[src/rtl/data_axi_port.sv]
// data_axi_port: data-side memory port of the CPU.
// Takes one load/store from the MEM stage, runs one single-beat AXI4 read or
// write, and stalls the pipeline until it completes. Load data is held on
// dm_rdata until the next completed load so MEM/WB can capture it when the
// pipeline advances out of DONE.
module data_axi_port #(
  parameter int ADDR_W = 32,
  parameter int DATA_W = 32
) (
  input  logic                  cpu_clk_50M,
  input  logic                  cpu_rst,
  // MEM stage request
  input  logic                  mem_req,
  input  logic                  mem_we,
  input  logic [ADDR_W-1:0]     mem_addr,
  input  logic [1:0]            mem_size,
  input  logic [DATA_W/8-1:0]   mem_bsel,
  input  logic [DATA_W-1:0]     mem_wdata,
  input  logic                  flush,
  input  logic                  pipe_hold,
  output logic                  stallreq_mem,
  output logic [DATA_W-1:0]     dm_rdata,
  // AR channel
  output logic [ADDR_W-1:0]     araddr,
  output logic [2:0]            arsize,
  output logic                  arvalid,
  input  logic                  arready,
  // R channel
  input  logic [DATA_W-1:0]     rdata,
  input  logic                  rvalid,
  output logic                  rready,
  // AW channel
  output logic [ADDR_W-1:0]     awaddr,
  output logic [2:0]            awsize,
  output logic                  awvalid,
  input  logic                  awready,
  // W channel
  output logic [DATA_W-1:0]     wdata,
  output logic [DATA_W/8-1:0]   wstrb,
  output logic                  wvalid,
  output logic                  wlast,
  input  logic                  wready,
  // B channel
  input  logic                  bvalid,
  output logic                  bready
);

  localparam int STRB_W = DATA_W / 8;

  typedef enum logic [2:0] {
    ST_IDLE = 3'd0,
    ST_AR   = 3'd1,
    ST_R    = 3'd2,
    ST_AW_W = 3'd3,
    ST_B    = 3'd4,
    ST_DONE = 3'd5
  } state_e;

  state_e              state_r;
  state_e              state_next_s;

  // Latched request; only written in IDLE, so payload is stable while any
  // valid is high.
  logic [ADDR_W-1:0]   addr_r;
  logic [1:0]          size_r;
  logic [STRB_W-1:0]   bsel_r;
  logic [DATA_W-1:0]   wdata_r;
  logic                we_r;

  logic                arvalid_r;
  logic                rready_r;
  logic                awvalid_r;
  logic                wvalid_r;
  logic                bready_r;
  logic                aw_done_r;
  logic                w_done_r;
  logic [DATA_W-1:0]   dm_rdata_r;

  logic                accept_s;
  logic                ar_hs_s;
  logic                r_hs_s;
  logic                aw_hs_s;
  logic                w_hs_s;
  logic                b_hs_s;
  logic                aw_fin_s;
  logic                w_fin_s;
  logic                stallreq_s;

  assign accept_s = mem_req & ~flush;
  assign ar_hs_s  = arvalid_r & arready;
  assign r_hs_s   = rready_r & rvalid;
  assign aw_hs_s  = awvalid_r & awready;
  assign w_hs_s   = wvalid_r & wready;
  assign b_hs_s   = bready_r & bvalid;
  // AW and W may complete in either order or together.
  assign aw_fin_s = aw_done_r | aw_hs_s;
  assign w_fin_s  = w_done_r | w_hs_s;

  // State register.
  always_ff @(posedge cpu_clk_50M or posedge cpu_rst) begin
    if (cpu_rst) begin
      state_r <= ST_IDLE;
    end else begin
      state_r <= state_next_s;
    end
  end

  // Next-state decode.
  always_comb begin
    state_next_s = state_r;
    case (state_r)
      ST_IDLE: begin
        if (accept_s) begin
          if (mem_we) begin
            state_next_s = ST_AW_W;
          end else begin
            state_next_s = ST_AR;
          end
        end else begin
          state_next_s = ST_IDLE;
        end
      end
      ST_AR: begin
        if (ar_hs_s) begin
          state_next_s = ST_R;
        end else begin
          state_next_s = ST_AR;
        end
      end
      ST_R: begin
        if (r_hs_s) begin
          state_next_s = ST_DONE;
        end else begin
          state_next_s = ST_R;
        end
      end
      ST_AW_W: begin
        if (aw_fin_s && w_fin_s) begin
          state_next_s = ST_B;
        end else begin
          state_next_s = ST_AW_W;
        end
      end
      ST_B: begin
        if (b_hs_s) begin
          state_next_s = ST_DONE;
        end else begin
          state_next_s = ST_B;
        end
      end
      ST_DONE: begin
        if (pipe_hold) begin
          state_next_s = ST_DONE;
        end else begin
          state_next_s = ST_IDLE;
        end
      end
      default: begin
        state_next_s = ST_IDLE;
      end
    endcase
  end

  // Stall request: combinational on the request in IDLE so the MEM stage is
  // frozen in the same cycle it issues; held through the transaction.
  always_comb begin
    stallreq_s = 1'b0;
    if (cpu_rst) begin
      stallreq_s = 1'b0;
    end else begin
      case (state_r)
        ST_IDLE: stallreq_s = accept_s;
        ST_AR:   stallreq_s = 1'b1;
        ST_R:    stallreq_s = 1'b1;
        ST_AW_W: stallreq_s = 1'b1;
        ST_B:    stallreq_s = 1'b1;
        ST_DONE: stallreq_s = 1'b0;
        default: stallreq_s = 1'b0;
      endcase
    end
  end

  // Request latch, AXI valid/ready flops and load-data register.
  always_ff @(posedge cpu_clk_50M or posedge cpu_rst) begin
    if (cpu_rst) begin
      addr_r     <= {ADDR_W{1'b0}};
      size_r     <= 2'b00;
      bsel_r     <= {STRB_W{1'b0}};
      wdata_r    <= {DATA_W{1'b0}};
      we_r       <= 1'b0;
      arvalid_r  <= 1'b0;
      rready_r   <= 1'b0;
      awvalid_r  <= 1'b0;
      wvalid_r   <= 1'b0;
      bready_r   <= 1'b0;
      aw_done_r  <= 1'b0;
      w_done_r   <= 1'b0;
      dm_rdata_r <= {DATA_W{1'b0}};
    end else begin
      case (state_r)
        ST_IDLE: begin
          if (accept_s) begin
            addr_r  <= mem_addr;
            size_r  <= mem_size;
            bsel_r  <= mem_bsel;
            wdata_r <= mem_wdata;
            we_r    <= mem_we;
            if (mem_we) begin
              awvalid_r <= 1'b1;
              wvalid_r  <= 1'b1;
              aw_done_r <= 1'b0;
              w_done_r  <= 1'b0;
            end else begin
              arvalid_r <= 1'b1;
            end
          end
        end
        ST_AR: begin
          if (ar_hs_s) begin
            arvalid_r <= 1'b0;
            rready_r  <= 1'b1;
          end
        end
        ST_R: begin
          if (r_hs_s) begin
            rready_r <= 1'b0;
            if (!we_r) begin
              dm_rdata_r <= rdata;
            end
          end
        end
        ST_AW_W: begin
          if (aw_hs_s) begin
            awvalid_r <= 1'b0;
            aw_done_r <= 1'b1;
          end
          if (w_hs_s) begin
            wvalid_r <= 1'b0;
            w_done_r <= 1'b1;
          end
          if (aw_fin_s && w_fin_s) begin
            bready_r <= 1'b1;
          end
        end
        ST_B: begin
          if (b_hs_s) begin
            bready_r <= 1'b0;
          end
        end
        ST_DONE: begin
          arvalid_r <= 1'b0;
        end
        default: begin
          arvalid_r <= 1'b0;
        end
      endcase
    end
  end

  assign stallreq_mem = stallreq_s;
  assign dm_rdata     = dm_rdata_r;
  assign araddr       = addr_r;
  assign arsize       = {1'b0, size_r};
  assign arvalid      = arvalid_r;
  assign rready       = rready_r;
  assign awaddr       = addr_r;
  assign awsize       = {1'b0, size_r};
  assign awvalid      = awvalid_r;
  assign wdata        = wdata_r;
  assign wstrb        = bsel_r;
  assign wvalid       = wvalid_r;
  assign wlast        = wvalid_r;
  assign bready       = bready_r;

endmodule
[config.mk]
export PLATFORM = sky130hd
export DESIGN_NAME = data_axi_port
export DESIGN_NICKNAME = d
export VERILOG_FILES = /design/src/rtl/data_axi_port.sv
export SDC_FILE = /design/constraint.sdc
export NUM_CORES = 1
export LEC_CHECK = 0
export CORE_UTILIZATION = 35
export DETAILED_ROUTE_END_ITERATION = 8
export GPL_TIMING_DRIVEN = 0
export PLACE_DENSITY_LB_ADDON = 0.15
export SYNTH_ARGS = -nofsm -noshare
export SYNTH_HDL_FRONTEND = slang
export SYNTH_SLANG_ARGS = --single-unit
export TNS_END_PERCENT = 1
[constraint.sdc]
create_clock -name cpu_clk_50M -period 3.6 [get_ports cpu_clk_50M]
set_input_delay 0.54 -clock cpu_clk_50M [delete_from_list [all_inputs] [get_ports cpu_clk_50M]]
set_output_delay 0.54 -clock cpu_clk_50M [all_outputs]
set_load 0.02 [all_outputs]
==> flow_summary_export.csv, run 1 <==
group,metric,value,unit
timing,rsz0062_at_grt,"no",
floorplan,die_w,122,um
finish,final_common_cell,"clkdlybuf4s50_1",
worst_setup_path,r2r_start,"state_r[0]$_DFF_PP0_",
worst_setup_path,crit_path_end,"stallreq_mem",
clock_tree,clock_path_buffers,2,
timing,period_minus_slack,2730,ps
global_routing,grt_pass1_wl,19700,um
synth,synth.mux.area_fraction,0.278,
worst_setup_path,cp.arrival,2190,ps
worst_setup_path,criticalPathCategory,"reg -> out",
synth,yosysWarnings,0,
worst_setup_path,crit_fanout,10,
worst_setup_path,crit_path_top_delay_cell,"clkdlybuf4s50_1",
pwr,p_total,8.67,mW
timing,hold_viol_final,0,
synth,synth-xor-area-share,0.00174,
run,cap_violations,0,
finish,fillCellCount,1124,
place,dp_hpwl,9200,um
synth,synth_cells,314,
clock_tree,post_cts_buffers,0,
floorplan,num_io_pins,258,
synth,synthAdderAreaFrac,0,
detailed_routing,firstDrtPassIters,4,
worst_setup_path,rr_worst_depth,6,
synth,synthSimpleGateAreaFrac,0.0296,
clock_tree,htree_levels,4,
floorplan,core,14000,sq um
global_routing,antenna_found_initial,0,
synth,ys_top_cells_by_area,"dfrtp_1 (56%), mux2_4 (20%), mux2_2 (7.8%), buf_4 (5.5%), buf_12 (3.2%)",
global_routing,grt_start_max_net_pins,69,
run_status,outcome,"finished, final reports clean",
global_routing,track_usage,0.176,
synth,synth_area,5040,sq um
worst_setup_path,worstSetupStartpointType,"flop",
detailed_routing,final_antenna_net_count,0,
worst_setup_path,startpoint,"state_r[0]$_DFF_PP0_",
min_path,min_path_type,"reg -> reg",
detailed_routing,dr.first_iter.drc_count,138,
pwr,powerDensity,1010,nW/um^2
worst_setup_path,cp_slowest_stage_delay,620,ps
clock_tree,clk_pin_slew,50,ps
timing,setup_viol,0,
finish,seq_area,2830,sq um
worst_setup_path,endpoint_kind,"output port",
synth,seq_area_frac_synth,0.561,
place,place.gp.congestion,0.804,
worst_setup_path,crit_chain,"buf_6, nor4_4, nand2_1, a21oi_1, clkdlybuf4s50_1",
global_routing,grt_overflow,0,
detailed_routing,wl_per_cell,16.2,um
clock_tree,cts_buffers,17,
floorplan,die_y,122,um
worst_setup_path,cp.required,3060,ps
finish,multi_input_area,1700,sq um
timing,skew,5.99,ps
floorplan,num_rows,43,
worst_setup_path,reg2reg_slack,1750,ps
detailed_routing,vias,3531,
place,place_area,7850,sq um
worst_setup_path,crit_buf_inv,2,
floorplan,start_util,0.360,
detailed_routing,drcViolationCount,0,
clock_tree,cts_tree,"yes",
timing,fmax,0.367,GHz
worst_setup_path,critical_path.top_delay_family,"buffers and inverters",
detailed_routing,viasPerCell,4.51,
timing,setup_ws,873,ps
synth,yosys_register_bits,113,
synth,synth_compound_gate_area_share,0.0276,
detailed_routing,routed_wl,12600,um
synth,synth_top_family_by_area,"multiplexers",
timing,tns,0,ps
clock_tree,ctsHoldBuffers,0,
finish,area_growth,70.2,%
pwr,leakage,3.77,nW
finish,final_nets,703,
timing,maxSlewViolCount,0,
pwr,ir_worst_vdd,0.000527,V
synth,ys_types,38,
finish,layout-drive-gt1-share,0.320,
finish,layout_common_cells,"clkdlybuf4s50_1 (255), dfrtp_1 (113), mux2_4 (67)",
timing,period_share,0.757,
finish,fin_area,8570,sq um
place,portBuffers,255,
clock_tree,cts_resized,0,
global_routing,grt_pass1_vias,3668,
clock_tree,clock-sinks,113,
synth,yosysTopAreaCell,"dfrtp_1",
floorplan,dieArea,14900,sq um
worst_setup_path,worstReg2RegEnd,"wstrb[3]$_DFFE_PP0P_",
place,pre_cts_ws,920,ps
synth,yosys.area.top_type_share,0.561,
clock_tree,cts-root-buf,"clkbuf_16",
worst_setup_path,path_depth,5,
clock_tree,clock_latency,400,ps
finish,diodes,0,
synth,syn_area_per_cell,16.0,sq um
-- per-layer routing --
metal  share of wire  vias to the layer above  wire [um]  global-route usage
li1                -                     1611          -                   -
met5               0                        -          0                   0
met4           0.020                        0        259              0.0818
met3           0.069                       17        869              0.0487
met2            0.51                      153       6450               0.295
met1            0.40                     1750       5060               0.210
-- cell families (layout without fill, tap and decap cells) --
| logic type | after synthesis | in the layout |
|---|---|---|
| AO/OA/AOI/OAI | 21 | 21 |
| buffers and inverters | 56 | 344 |
| multiplexers | 102 | 102 |
| flip-flops | 113 | 113 |
| XOR/XNOR | 1 | 1 |
| AND/OR/NAND/NOR | 20 | 20 |
| other | 1 | 2 |
-- layout make-up --
cell class	instances	area share
sequential	113	0.330
buffer	51	0.0574
clock buffer	23	0.0581
timing repair buffer	256	0.301
tap	180	0.0263
clock inverter	9	0.0260
multi-input combinational	146	0.199
inverter	5	0.00277
-- sequential cells by signal, summed over array words and instances, names as in the netlist, 2 cells and up --
signal and cells:
araddr 32, dm_rdata 32, wdata 32, wstrb 4, state_r 3, size_r 2
-- synthesized netlist by cell type --
| cell type | n |
|---|---|
| dfrtp_1 | 113 |
| mux2_4 | 67 |
| buf_4 | 37 |
| mux2_2 | 35 |
| buf_12 | 8 |
| a21oi_1 | 5 |
| inv_1 | 5 |
| buf_6 | 4 |
| nand2_1 | 4 |
| o21ai_0 | 4 |
| a31oi_1 | 3 |
| nand4_1 | 3 |
| a211oi_1 | 1 |
| a22o_1 | 1 |
| a22oi_1 | 1 |
| a31o_2 | 1 |
| a32o_1 | 1 |
| a32oi_1 | 1 |
| and2_4 | 1 |
| and3b_2 | 1 |
| and4bb_2 | 1 |
| buf_2 | 1 |
| clkbuf_1 | 1 |
| conb_1 | 1 |
| nand2b_1 | 1 |
| nand3_1 | 1 |
| nand3_2 | 1 |
| nand3b_1 | 1 |
| nor2_1 | 1 |
| nor2b_1 | 1 |
| nor4_4 | 1 |
| o2111ai_1 | 1 |
| o22ai_1 | 1 |
| o2bb2ai_1 | 1 |
| or2_2 | 1 |
| or2b_1 | 1 |
| or4b_2 | 1 |
| xor2_1 | 1 |
-- power by group --
part	switching [mW]	total (mW)	internal [mW]
logic	1.81	4.33	2.52
clock network	0.573	2.03	1.46
registers	0.418	2.31	1.89
total	2.80	8.67	5.86
-- metrics by stage --
step | utilization | std cells | hold WS, ps
after floorplan | - | 315 | 467
after global placement | 0.559 | 750 | 480
after detailed placement | 0.561 | 751 | 492
after CTS | 0.613 | 783 | 505
after global routing | 0.613 | 783 | 520
final | 0.613 | 783 | 504
-- how the worst min path moves through the flow --
| stage | start | to | slack (ps) | cells past startpoint |
|---|---|---|---|---|
| 6_report | dm_rdata[17]$_DFFE_PP0P_ | dm_rdata[17]$_DFFE_PP0P_ | 500 | 1 |
| 5_1_grt | wdata[2]$_DFFE_PP0P_ | wdata[2]$_DFFE_PP0P_ | 520 | 1 |
| 4_1_cts | dm_rdata[25]$_DFFE_PP0P_ | dm_rdata[25]$_DFFE_PP0P_ | 500 | 1 |
| 3_5_place_dp | dm_rdata[25]$_DFFE_PP0P_ | dm_rdata[25]$_DFFE_PP0P_ | 490 | 1 |
| 3_3_place_gp | aw_done_r$_DFFE_PP0P_ | aw_done_r$_DFFE_PP0P_ | 480 | 1 |
| 2_1_floorplan | aw_done_r$_DFFE_PP0P_ | aw_done_r$_DFFE_PP0P_ | 470 | 1 |
Power figures use the tool's default switching activity.
==> run 2, diff against run 1 <==
clock period = 2.65 ns   (was 3.6 ns; I/O delays follow)
==> run 2 against run 1 <==
  * Clock-buffer cell count down 2
  * Combinational power up 36%
  * Die area unchanged
  * Cell area down 0.77%
  * Flip-flop and latch count unchanged
  * Routed wire length up 0.11%
  * Critical path type unchanged
  * Critical endpoint unchanged
  * Largest power group unchanged
==> flow_summary_export.csv, run 2 (same netlist as run 1, synthesis figures left out) <==
group,metric,value,unit
worst_setup_path,rr_worst_depth,6,
finish,final_common_cell,"clkdlybuf4s50_1",
pwr,powerDensity,1340,nW/um^2
detailed_routing,wl_per_cell,16.1,um
timing,skew,5.64,ps
timing,maxSlewViolCount,0,
min_path,min_path_type,"in -> async",
detailed_routing,dr.first_iter.drc_count,100,
clock_tree,cts_tree,"yes",
timing,period_share,0.824,
clock_tree,htree_levels,4,
finish,layout-drive-gt1-share,0.321,
clock_tree,clk_pin_slew,50,ps
run,cap_violations,0,
timing,holdWs,405,ps
worst_setup_path,startpoint,"state_r[0]$_DFF_PP0_",
floorplan,die_y,122,um
worst_setup_path,worstReg2RegEnd,"wdata[0]$_DFFE_PP0P_",
place,dp_hpwl,9400,um
clock_tree,clock_latency,410,ps
clock_tree,clock-sinks,113,
finish,layout_common_cells,"clkdlybuf4s50_1 (254), dfrtp_1 (113), mux2_4 (67)",
worst_setup_path,crit_buf_inv,2,
global_routing,use_met1,0.204,
global_routing,antenna_found_initial,0,
global_routing,top_usage_layer,"met2",
global_routing,grt_pass1_vias,3541,
worst_setup_path,crit_path_top_delay_cell,"dfrtp_1",
floorplan,num_rows,43,
worst_setup_path,worstSetupStartpointType,"flop",
global_routing,grt_pass1_wl,19400,um
floorplan,num_io_pins,258,
detailed_routing,viasPerCell,4.53,
timing,worst_pin_slew,521,ps
worst_setup_path,cp.required,2250,ps
pwr,ir_worst_vdd,0.000574,V
timing,slew_headroom,0.652,
global_routing,grt_start_max_net_pins,39,
clock_tree,cts_resized,0,
floorplan,dieArea,14900,sq um
timing,setup_viol,0,
timing,fmax,0.458,GHz
global_routing,grtUsageMet2,0.293,
finish,diodes,0,
floorplan,die_w,122,um
worst_setup_path,cp.arrival,1790,ps
place,place.gp.congestion,0.798,
worst_setup_path,crit_fanout,10,
global_routing,track_usage,0.176,
global_routing,grt_overflow,0,
detailed_routing,final_antenna_net_count,0,
clock_tree,ctsHoldBuffers,0,
clock_tree,clock_path_buffers,2,
worst_setup_path,r2r_start,"state_r[0]$_DFF_PP0_",
place,portBuffers,255,
pwr,p_total,11.4,mW
global_routing,grtUsageMet3,0.0604,
worst_setup_path,endpoint_kind,"output port",
finish,area_growth,68.8,%
pwr,leakage,3.74,nW
floorplan,start_util,0.360,
clock_tree,post_cts_buffers,0,
detailed_routing,drcViolationCount,0,
worst_setup_path,criticalPathCategory,"reg -> out",
run_status,outcome,"finished, final reports clean",
worst_setup_path,cp_slowest_stage_delay,370,ps
timing,period_minus_slack,2180,ps
worst_setup_path,path_depth,5,
finish,final_nets,705,
detailed_routing,vias,3553,
clock_tree,cts_buffers,17,
clock_tree,cts-root-buf,"clkbuf_16",
detailed_routing,routed_wl,12700,um
worst_setup_path,critical_path.top_delay_family,"simple AND/OR/NAND/NOR gates",
floorplan,core,14000,sq um
detailed_routing,firstDrtPassIters,4,
timing,hold_viol_final,0,
worst_setup_path,crit_chain,"buf_6, nor4_4, nand2_1, a21oi_1, dlymetal6s2s_1",
timing,rsz0062_at_grt,"no",
worst_setup_path,reg2reg_slack,810,ps
==> run 2: changes by cell type in the layout (fill, tap and decap cells not counted), sizes merged <==
cell,delta
clkdlybuf4s50,-1
clkinv,+4
clkinvlp,+2
buf,+2
bufinv,-3
clkbuf,-2
inv,-1
dlymetal6s2s,+1
==> run 2: through the flow <==
step                      instances  utilization  setup TNS [ps]  setup slack (ps)  area [sq um]
final                           785        0.608               0               465          8510
after global routing            785        0.608               0               337          8510
after CTS                       785        0.608               0              61.0          8500
after detailed placement        753        0.564               0               260          7880
after global placement          750        0.559          -32970              -299          7820
after floorplan                 315            -               0               881          5050
==> run 2: power by group <==
group	switching (mW)	total (mW)	internal (mW)
sequential	0.546	3.11	2.56
combinational	2.48	5.90	3.42
clock	0.764	2.38	1.61
total	3.79	11.4	7.60
==> run 2: worst max-delay path by stage <==
stage          slack, ps                endpoint
2_1_floorplan        880   araddr[0]$_DFFE_PP0P_
3_3_place_gp        -300  araddr[20]$_DFFE_PP0P_
3_5_place_dp         260            stallreq_mem
4_1_cts               60            stallreq_mem
5_1_grt              340            stallreq_mem
6_report             470            stallreq_mem
==> run 2: layout make-up <==
class | count | area [sq um]
Fill cell | 1101 | 5480
Sequential cell | 113 | 2830
Timing Repair Buffer | 258 | 2620
Multi-Input combinational cell | 146 | 1700
Buffer | 51 | 492
Clock buffer | 21 | 460
Tap cell | 180 | 225
Clock inverter | 11 | 160
Inverter | 5 | 22.5
==> run 2: routing by layer <==
| metal | share of wire | vias to the layer above | wire (um) |
|---|---|---|---|
| met4 | 0.014 | 0 | 174 |
| met1 | 0.39 | 1736 | 4960 |
| met2 | 0.51 | 175 | 6450 |
| li1 | - | 1627 | - |
| met3 | 0.085 | 15 | 1080 |
| met5 | 0 | - | 0 |
